$ cat src/rtl/y86_fetch_unit.sv
// Multicycle byte-serial Y86-64 fetch stage: PC owner, instruction splitter, valid/ready to decode.
// Optional FETCH_TIMEOUT_EN: a byte read that waits TIMEOUT_CYCLES cycles aborts as an address fault.
module y86_fetch_unit #(
  parameter logic [63:0] RESET_PC       = 64'h0,
  parameter int unsigned TIMEOUT_CYCLES = 16
) (
  input  logic        clk,
  input  logic        rst,
  output logic        mem_req,
  output logic [63:0] mem_addr,
  input  logic [7:0]  mem_rdata,
  input  logic        mem_ack,
  input  logic        mem_err,
  output logic        out_valid,
  input  logic        out_ready,
  output logic [3:0]  icode,
  output logic [3:0]  ifun,
  output logic [3:0]  rA,
  output logic [3:0]  rB,
  output logic [63:0] valC,
  output logic [63:0] valP,
  output logic [2:0]  stat,
  input  logic        pc_load,
  input  logic [63:0] new_pc
);

  localparam logic [2:0] STAT_AOK = 3'd1;
  localparam logic [2:0] STAT_HLT = 3'd2;
  localparam logic [2:0] STAT_ADR = 3'd3;
  localparam logic [2:0] STAT_INS = 3'd4;
  localparam logic [3:0] RNONE    = 4'hF;

  typedef enum logic [2:0] {
    S_FETCH0,
    S_REGS,
    S_CONST,
    S_DONE,
    S_HALTED
  } state_t;

  state_t      state;
  logic [63:0] pc;
  logic [2:0]  cidx;
  logic        tmo_c;
  logic        take_c;
  logic        abort_c;
  logic [63:0] nxt_pc_c;

  function automatic logic [3:0] instr_len(input logic [3:0] ic);
    case (ic)
      4'h2, 4'h6, 4'hA, 4'hB: instr_len = 4'd2;
      4'h3, 4'h4, 4'h5:       instr_len = 4'd10;
      4'h7, 4'h8:             instr_len = 4'd9;
      default:                instr_len = 4'd1;
    endcase
  endfunction

  function automatic logic has_regs(input logic [3:0] ic);
    case (ic)
      4'h2, 4'h3, 4'h4, 4'h5, 4'h6, 4'hA, 4'hB: has_regs = 1'b1;
      default:                                  has_regs = 1'b0;
    endcase
  endfunction

  function automatic logic has_const(input logic [3:0] ic);
    case (ic)
      4'h3, 4'h4, 4'h5, 4'h7, 4'h8: has_const = 1'b1;
      default:                      has_const = 1'b0;
    endcase
  endfunction

`ifdef FETCH_TIMEOUT_EN
  localparam int unsigned TCW = $clog2(TIMEOUT_CYCLES + 1);
  logic [TCW-1:0] wait_cnt;

  // Per-byte wait counter; any ack or idle cycle clears it.
  always_ff @(posedge clk or negedge rst) begin
    if (!rst) begin
      wait_cnt <= '0;
    end else if (mem_req && !mem_ack && !tmo_c) begin
      wait_cnt <= wait_cnt + TCW'(1);
    end else begin
      wait_cnt <= '0;
    end
  end

  assign tmo_c = mem_req && !mem_ack && (wait_cnt == TCW'(TIMEOUT_CYCLES - 1));
`else
  // No timeout: the unit waits for an ack indefinitely.
  assign tmo_c = 1'b0 && (TIMEOUT_CYCLES != 0);
`endif

  assign take_c   = mem_req && (mem_ack || tmo_c);
  assign abort_c  = (mem_ack && mem_err) || tmo_c;
  assign nxt_pc_c = pc_load ? new_pc : valP;

  always_ff @(posedge clk or negedge rst) begin
    if (!rst) begin
      state     <= S_FETCH0;
      pc        <= RESET_PC;
      cidx      <= 3'd0;
      mem_req   <= 1'b0;
      mem_addr  <= RESET_PC;
      out_valid <= 1'b0;
      icode     <= 4'h0;
      ifun      <= 4'h0;
      rA        <= RNONE;
      rB        <= RNONE;
      valC      <= 64'h0;
      valP      <= 64'h0;
      stat      <= STAT_AOK;
    end else begin
      case (state)
        S_FETCH0: begin
          if (!mem_req) begin
            mem_req  <= 1'b1;
            mem_addr <= pc;
          end else if (take_c) begin
            mem_addr <= mem_addr + 64'd1;
            icode    <= mem_rdata[7:4];
            ifun     <= mem_rdata[3:0];
            valP     <= pc + 64'(instr_len(mem_rdata[7:4]));
            if (abort_c || mem_rdata[7:4] >= 4'hC || mem_rdata[7:4] == 4'h0 ||
                instr_len(mem_rdata[7:4]) == 4'd1) begin
              mem_req   <= 1'b0;
              out_valid <= 1'b1;
              state     <= S_DONE;
              if (abort_c)                    stat <= STAT_ADR;
              else if (mem_rdata[7:4] >= 4'hC) stat <= STAT_INS;
              else if (mem_rdata[7:4] == 4'h0) stat <= STAT_HLT;
            end else if (has_regs(mem_rdata[7:4])) begin
              state <= S_REGS;
            end else begin
              cidx  <= 3'd0;
              state <= S_CONST;
            end
          end
        end
        S_REGS: begin
          if (take_c) begin
            mem_addr <= mem_addr + 64'd1;
            if (abort_c) begin
              stat      <= STAT_ADR;
              mem_req   <= 1'b0;
              out_valid <= 1'b1;
              state     <= S_DONE;
            end else begin
              rA <= mem_rdata[7:4];
              rB <= mem_rdata[3:0];
              if (has_const(icode)) begin
                cidx  <= 3'd0;
                state <= S_CONST;
              end else begin
                mem_req   <= 1'b0;
                out_valid <= 1'b1;
                state     <= S_DONE;
              end
            end
          end
        end
        S_CONST: begin
          // Little-endian constant: byte k lands in valC[8k+7:8k].
          if (take_c) begin
            mem_addr <= mem_addr + 64'd1;
            if (abort_c) begin
              stat      <= STAT_ADR;
              mem_req   <= 1'b0;
              out_valid <= 1'b1;
              state     <= S_DONE;
            end else begin
              valC[{cidx, 3'b000} +: 8] <= mem_rdata;
              if (cidx == 3'd7) begin
                mem_req   <= 1'b0;
                out_valid <= 1'b1;
                state     <= S_DONE;
              end else begin
                cidx <= cidx + 3'd1;
              end
            end
          end
        end
        S_DONE: begin
          if (out_ready) begin
            out_valid <= 1'b0;
            pc        <= nxt_pc_c;
            if (stat != STAT_AOK || icode == 4'h0) begin
              state <= S_HALTED;
            end else begin
              state    <= S_FETCH0;
              mem_req  <= 1'b1;
              mem_addr <= nxt_pc_c;
              rA       <= RNONE;
              rB       <= RNONE;
              valC     <= 64'h0;
            end
          end
        end
        S_HALTED: begin
          mem_req   <= 1'b0;
          out_valid <= 1'b0;
        end
        default: state <= S_HALTED;
      endcase
    end
  end

endmodule

$ cat config.mk
export PLATFORM = sky130hd
export DESIGN_NAME = y86_fetch_unit
export DESIGN_NICKNAME = d
export VERILOG_FILES = /design/src/rtl/y86_fetch_unit.sv
export SDC_FILE = /design/constraint.sdc
export NUM_CORES = 1
export LEC_CHECK = 0
export BUFFER_PORTS_ARGS = -buffer_cell sky130_fd_sc_hd__clkbuf_2
export CAP_MARGIN = 20
export CORE_MARGIN = 1
export CORE_UTILIZATION = 41
export DETAILED_ROUTE_END_ITERATION = 8
export RECOVER_POWER = 50
export SYNTH_ARGS = -nofsm -noshare
export SYNTH_HDL_FRONTEND = slang
export SYNTH_SLANG_ARGS = --single-unit
$ cat constraint.sdc
create_clock -name clk -period 2.8 [get_ports clk]
set_input_delay 0 -clock clk [delete_from_list [all_inputs] [get_ports clk]]
set_output_delay 0 -clock clk [all_outputs]
set_load 0.005 [all_outputs]
Word level (Yosys, flattened, before mapping)
Memory sizes are Yosys's and may differ from the RTL's.
Cells that the tools add are included.
{ "word_totals": {"reg_bits": 283, "rom_bits": 96, "out_inout_bits": 213, "word_cells": 179, "memories": 2} }
{ "op_classes": {"n_addsub": 4, "magnitude_cmp": 1, "n_eq_ne": 37, "n_shift": 2, "muxes": 91, "bitwise_logic": 1, "n_reduce_logical": 28} }
{ "memory_table": {"columns": ["name", "words", "word_bits", "read_ports", "rd_clocked_by_memory_dff", "write_ports", "line_no", "text"], "rows": [
  ["(no name shown)", 16, 3, 1, 0, 0, "50", "case (ic)"],
  ["(no name shown)", 16, 3, 1, 0, 0, "50", null]
]} }
{ "ops": {"columns": ["cell", "n"], "rows": [
  ["64-bit 2-to-1 mux", 9],
  ["64-bit case mux with 3 select lines", 1],
  ["64-bit case mux with 2 select lines", 1],
  ["3-bit 2-to-1 mux", 26],
  ["64-bit by 1-bit adder with 64-bit output (second input constant)", 1],
  ["64-bit by 4-bit adder with 64-bit output", 1],
  ["64-bit bitwise mux", 1],
  ["8-bit by 8-bit variable shift with 64-bit output (first input constant)", 1],
  ["8-bit by 8-bit indexed part select with 64-bit output", 1],
  ["4-bit 2-to-1 mux", 12],
  ["1-bit 2-to-1 mux", 32],
  ["2-bit != test (second input constant)", 13],
  ["4-bit by 3-bit equality test with 1-bit output (second input constant)", 6],
  ["7-bit AND reduction", 3],
  ["4-bit case mux with 2 select lines", 2],
  ["3-bit case mux with 5 select lines", 1],
  ["4-bit by 2-bit equality test with 1-bit output (second input constant)", 3],
  ["4-bit equality test (second input constant)", 3],
  ["11-bit AND reduction", 1],
  ["1-bit case mux with 5 select lines", 2],
  ["5-bit AND reduction", 2],
  ["3-bit case mux with 3 select lines", 1],
  ["9-bit AND reduction", 1],
  ["4-bit logical NOT", 2],
  ["25 further kinds", 38]
]} }

Longest topological paths before layout
{ "logic_depth": {"depth_word": 15, "ltp_mapped": 11, "mapped_depth_nobuf": 10} }

Least setup slack after synthesis
Ideal clock, no wire load.
{ "synth_timing": {"path_kind": "input to register", "startpoint": "in mem_rdata[6]", "endpoint": "reg valP[48]", "setup_time_ns": 0.137, "arrival_ns": 2.182, "path_slack_ns": 0.481, "stages": 11, "path_buffers": 2, "path_cell_list": "clkbuf_1 > mux2_2 > inv_1 > ha_1 > fa_1 > a31oi_1 > nor2_4 > buf_2 > nand4_1 > xor2_1 > a21oi_1"} }
{ "synth_between": {"elab_chain_len": 5} }
{ "synth_rtl": {"columns": ["item", "line_no", "text"], "rows": [
  ["from (decl)", "11", "input logic [7:0] mem_rdata,"],
  ["memory read 16 x 3 bit", null, null],
  ["4-bit 2-to-1 mux", "118", "end else if (take_c) begin"],
  ["4-bit 2-to-1 mux", "115", "if (!mem_req) begin"],
  ["4-bit 2-to-1 mux", "113", "case (state)"],
  ["64-bit by 4-bit adder with 64-bit output", "122", "valP <= pc + 64'(instr_len(mem_rdata[7:4]));"],
  ["to (signal assigned)", "122", null],
  ["to (decl)", "21", "output logic [63:0] valP,"]
]} }
Every way passes these cells. The select of a mux whose other input is x is not followed.
A chain may end at the register's enable or synchronous reset.

Final worst setup path
{ "layout_timing": {"startpoint": "reg mem_req", "endpoint": "reg mem_addr[53]"} }
{ "layout_between": {"elab_chain_len": 4} }
{ "layout_rtl": {"columns": ["item", "line_no", "text"], "rows": [
  ["from (decl)", "9", "output logic mem_req,"],
  ["from (signal assigned)", "102", "mem_req <= 1'b0;"],
  ["from (signal assigned)", "116", "mem_req <= 1'b1;"],
  ["from (signal assigned)", "125", "mem_req <= 1'b0;"],
  ["1-bit logical AND", "93", "assign take_c = mem_req && (mem_ack || tmo_c);"],
  ["64-bit 2-to-1 mux", null, null],
  ["64-bit 2-to-1 mux", "115", null],
  ["64-bit case mux with 3 select lines (*)", "113", null],
  ["to (signal assigned)", "117", "mem_addr <= pc;"],
  ["to (signal assigned)", "119", "mem_addr <= mem_addr + 64'd1;"],
  ["to (signal assigned)", "141", "mem_addr <= mem_addr + 64'd1;"],
  ["to (decl)", "10", "output logic [63:0] mem_addr,"]
]} }
Every way passes the cells marked *; elsewhere a longest branch is shown, timed or not.

==> flow_metrics.env <==
export IMPL_maxSlewHeadroom=-0.400
export IMPL_core_um2=36700
export IMPL_antenna_left=0
export IMPL_tritoncts="done"
export IMPL_track_usage=0.278
export IMPL_whs_path_depth=3
export IMPL_setup_tns_ps=0
export IMPL_hold_violations=0
export IMPL_fin_crit_ps=2570
export IMPL_synth_top_area_share=0.447
export IMPL_hold_start="pc_load"
export IMPL_r2r_end="mem_addr[53]"
export IMPL_grt_overflow=0
export IMPL_synthTopCellsByArea="dfrtp_1 (45%), o21ai_0 (5.4%), nand2_1 (4.4%)"
export IMPL_grt_pass1_wl_um=83300
export IMPL_fin_crit_sh=0.917
export IMPL_endpoint_kind="flip-flop"
export IMPL_io_pins=291
export IMPL_r2r_slack_ps=230
export IMPL_rows=70
export IMPL_diodes=0
export IMPL_synthCells=1652
export IMPL_via_per_inst=5.87
export IMPL_dieArea_um2=38200
export IMPL_slew_viol_final=78
export IMPL_cts_buffers=34
export IMPL_clock_sinks=283
export IMPL_drive_gt1_frac=0.224
export IMPL_syn_avg_cell_area_um2=9.29
export IMPL_clkTransAtPathRegs_ps=60
export IMPL_ctsHtreeMaxLevel=2
export IMPL_cts_root_buf="clkbuf_16"
export IMPL_grt_max_degree=89
export IMPL_status="finished, violations left"
export IMPL_ys_seq_area_frac=0.462
export IMPL_die_h_um=195
export IMPL_start_kind="flip-flop"
export IMPL_via_count=14794
export IMPL_hold_ws_ps=88.7
export IMPL_violations="capacitance limit, slew limit"
export IMPL_cp_slowest_stage_delay_ps=680
export IMPL_path_class="reg -> reg"
export IMPL_first_pass_iters=7
export IMPL_fmax_mhz=390
export IMPL_antenna_found_initial=0
export IMPL_crit_arrival_ps=2990
export IMPL_setup_violations=0
export IMPL_dr_first_iter_drc_count=1244
export IMPL_clk_path_buf_depth=3
export IMPL_worst_path_max_delay_cell="or4_1"
export IMPL_initial_core_util=0.418
export IMPL_crit_chain="and2_1, nand2_1, or4_1, nor4_1, o21ai_0, o2bb2ai_1"
export IMPL_irDropWorstVdd_mv=0.417
export IMPL_insertion_delay_ps=550
export IMPL_route_detailed_drc=0
export IMPL_tightest_slew_ps=2100
export IMPL_gp_congestion=0.945
export IMPL_cellPowerDensity_nw_per_um2=450
export IMPL_syn_nets=1741
export IMPL_ys_types=75
export IMPL_grt_setup_unrepaired="false"
export IMPL_drv_cap=1
export IMPL_wire_per_inst_um=21.1
export IMPL_area_delta_synth_final_pct=27.0
export IMPL_ys_warnings_count=0
export IMPL_mostFrequentLayoutCells="dfrtp_1 (274), clkbuf_2 (236), nand2_1 (178)"
export IMPL_grt_pass1_vias=14355
export IMPL_synth_edf_count=0
export IMPL_yosys_area_top_type="dfrtp_1"
export IMPL_synthArstFlopShare=1.00
export IMPL_post_cts_setup_buffers=0
export IMPL_crit_required_ps=3220
export IMPL_worst_path_max_fanout=6
export IMPL_syn_cell_area_um2=15300
export IMPL_p_leak_nw=8.77
export IMPL_ys_ff_latch=283
export IMPL_final_common_cell="dfrtp_1"
export IMPL_final_nets=2118
export IMPL_chipWidth_um=195
export IMPL_hold_path_class="in -> reg"
export IMPL_hpwl_um=38500
export IMPL_drt_total_wl_um=53200
export IMPL_rr_startpoint="mem_req"
export IMPL_clock_skew_ps=24.3
export IMPL_hold_end="pc[29]"
export IMPL_numPortBuffers=290
export IMPL_reg2regPathDepth=6
export IMPL_synthFlopType="dfrtp_1"
-- cells by family after synthesis --
kind of cell               after synthesis  synth area share
buffers and inverters                  134            0.0350
muxes                                  105            0.0730
DFF                                    283             0.462
and+or+nand+nor                        589             0.192
adders and majority gates               11           0.00946
AOI/OAI and AO/OA                      469             0.194
xor gates and xnor gates                61            0.0348
-- synth_stat cells, types with 9 or more instances --
cell,instances
dfrtp_1,274
nand2_1,179
o21ai_0,165
nor2_1,142
a21oi_1,116
clkbuf_1,72
a22o_1,67
nand3_1,62
mux2_2,55
mux2i_1,50
nand4_1,45
xor2_1,41
nor3_1,34
and3_1,31
inv_1,24
and4_1,20
xnor2_1,20
buf_1,18
buf_2,17
nor4_1,17
a31oi_1,14
o2bb2ai_1,12
ha_1,10
dfstp_2,9
or4_1,9
-- repair_timing --
action	in CTS	in global routing
hold endpoints to repair	316	0
hold buffers	76	0
setup endpoints to repair	0	2
resized for setup	0	1
-- power breakdown --
part           leakage (nW)  total (mW)  internal, mW  switching (mW)
Combinational          4.51       0.455         0.201           0.255
Sequential             3.76        4.14          4.11          0.0336
Clock                 0.492        4.17          2.42            1.76
Total                  8.77        8.77          6.73            2.04
-- critical path: cells and delay by family (launching register included) --
kind            cells  cell delay [ps]
compound gates      2              280
flops               1              430
simple gates        4             1720
-- state kept, by name, summed over array words and instances (netlist names), 3 cells and up --
name / flops
rB: 4
pc: 64
valP: 64
icode: 4
cidx: 3
state: 3
valC: 64
stat: 3
mem_addr: 64
ifun: 4
rA: 4
-- layer usage --
layer,routed length [um],GRT usage
met5,0,0
met4,1470,0.0892
met3,3520,0.0563
met2,24800,0.443
met1,23300,0.378
-- per-stage QoR --
step	cells	setup WS [ps]	utilization	power, mW	instance area, um2
detailed placement	2384	171	0.485	4.59	17800
global placement	2384	260	0.485	4.59	17800
global route	2519	95.1	0.531	9.06	19500
floorplan	1652	481	-	4.34	15300
finish	2519	234	0.531	8.77	19500
CTS	2518	164	0.533	8.85	19600
-- worst max path at each step --
stage	startpoint	endpoint	depth (start not counted)
detailed placement	mem_addr[0]	mem_addr[56]	7
global route	mem_addr[0]	mem_addr[56]	7
floorplan	mem_rdata[6]	valP[48]	11
CTS	mem_addr[0]	mem_addr[56]	7
global placement	mem_addr[24]	mem_addr[56]	6
finish	mem_req	mem_addr[53]	6
-- cell type report --
cell class,instances,area (um2)
clock buffer,55,991
clock inverter,3,22.5
fill,3441,17200
inverter,24,90.1
multi-input combinational,1235,7760
sequential,283,7090
tap,468,586
timing repair buffer,451,2930
Power figures use the tool's default switching activity.
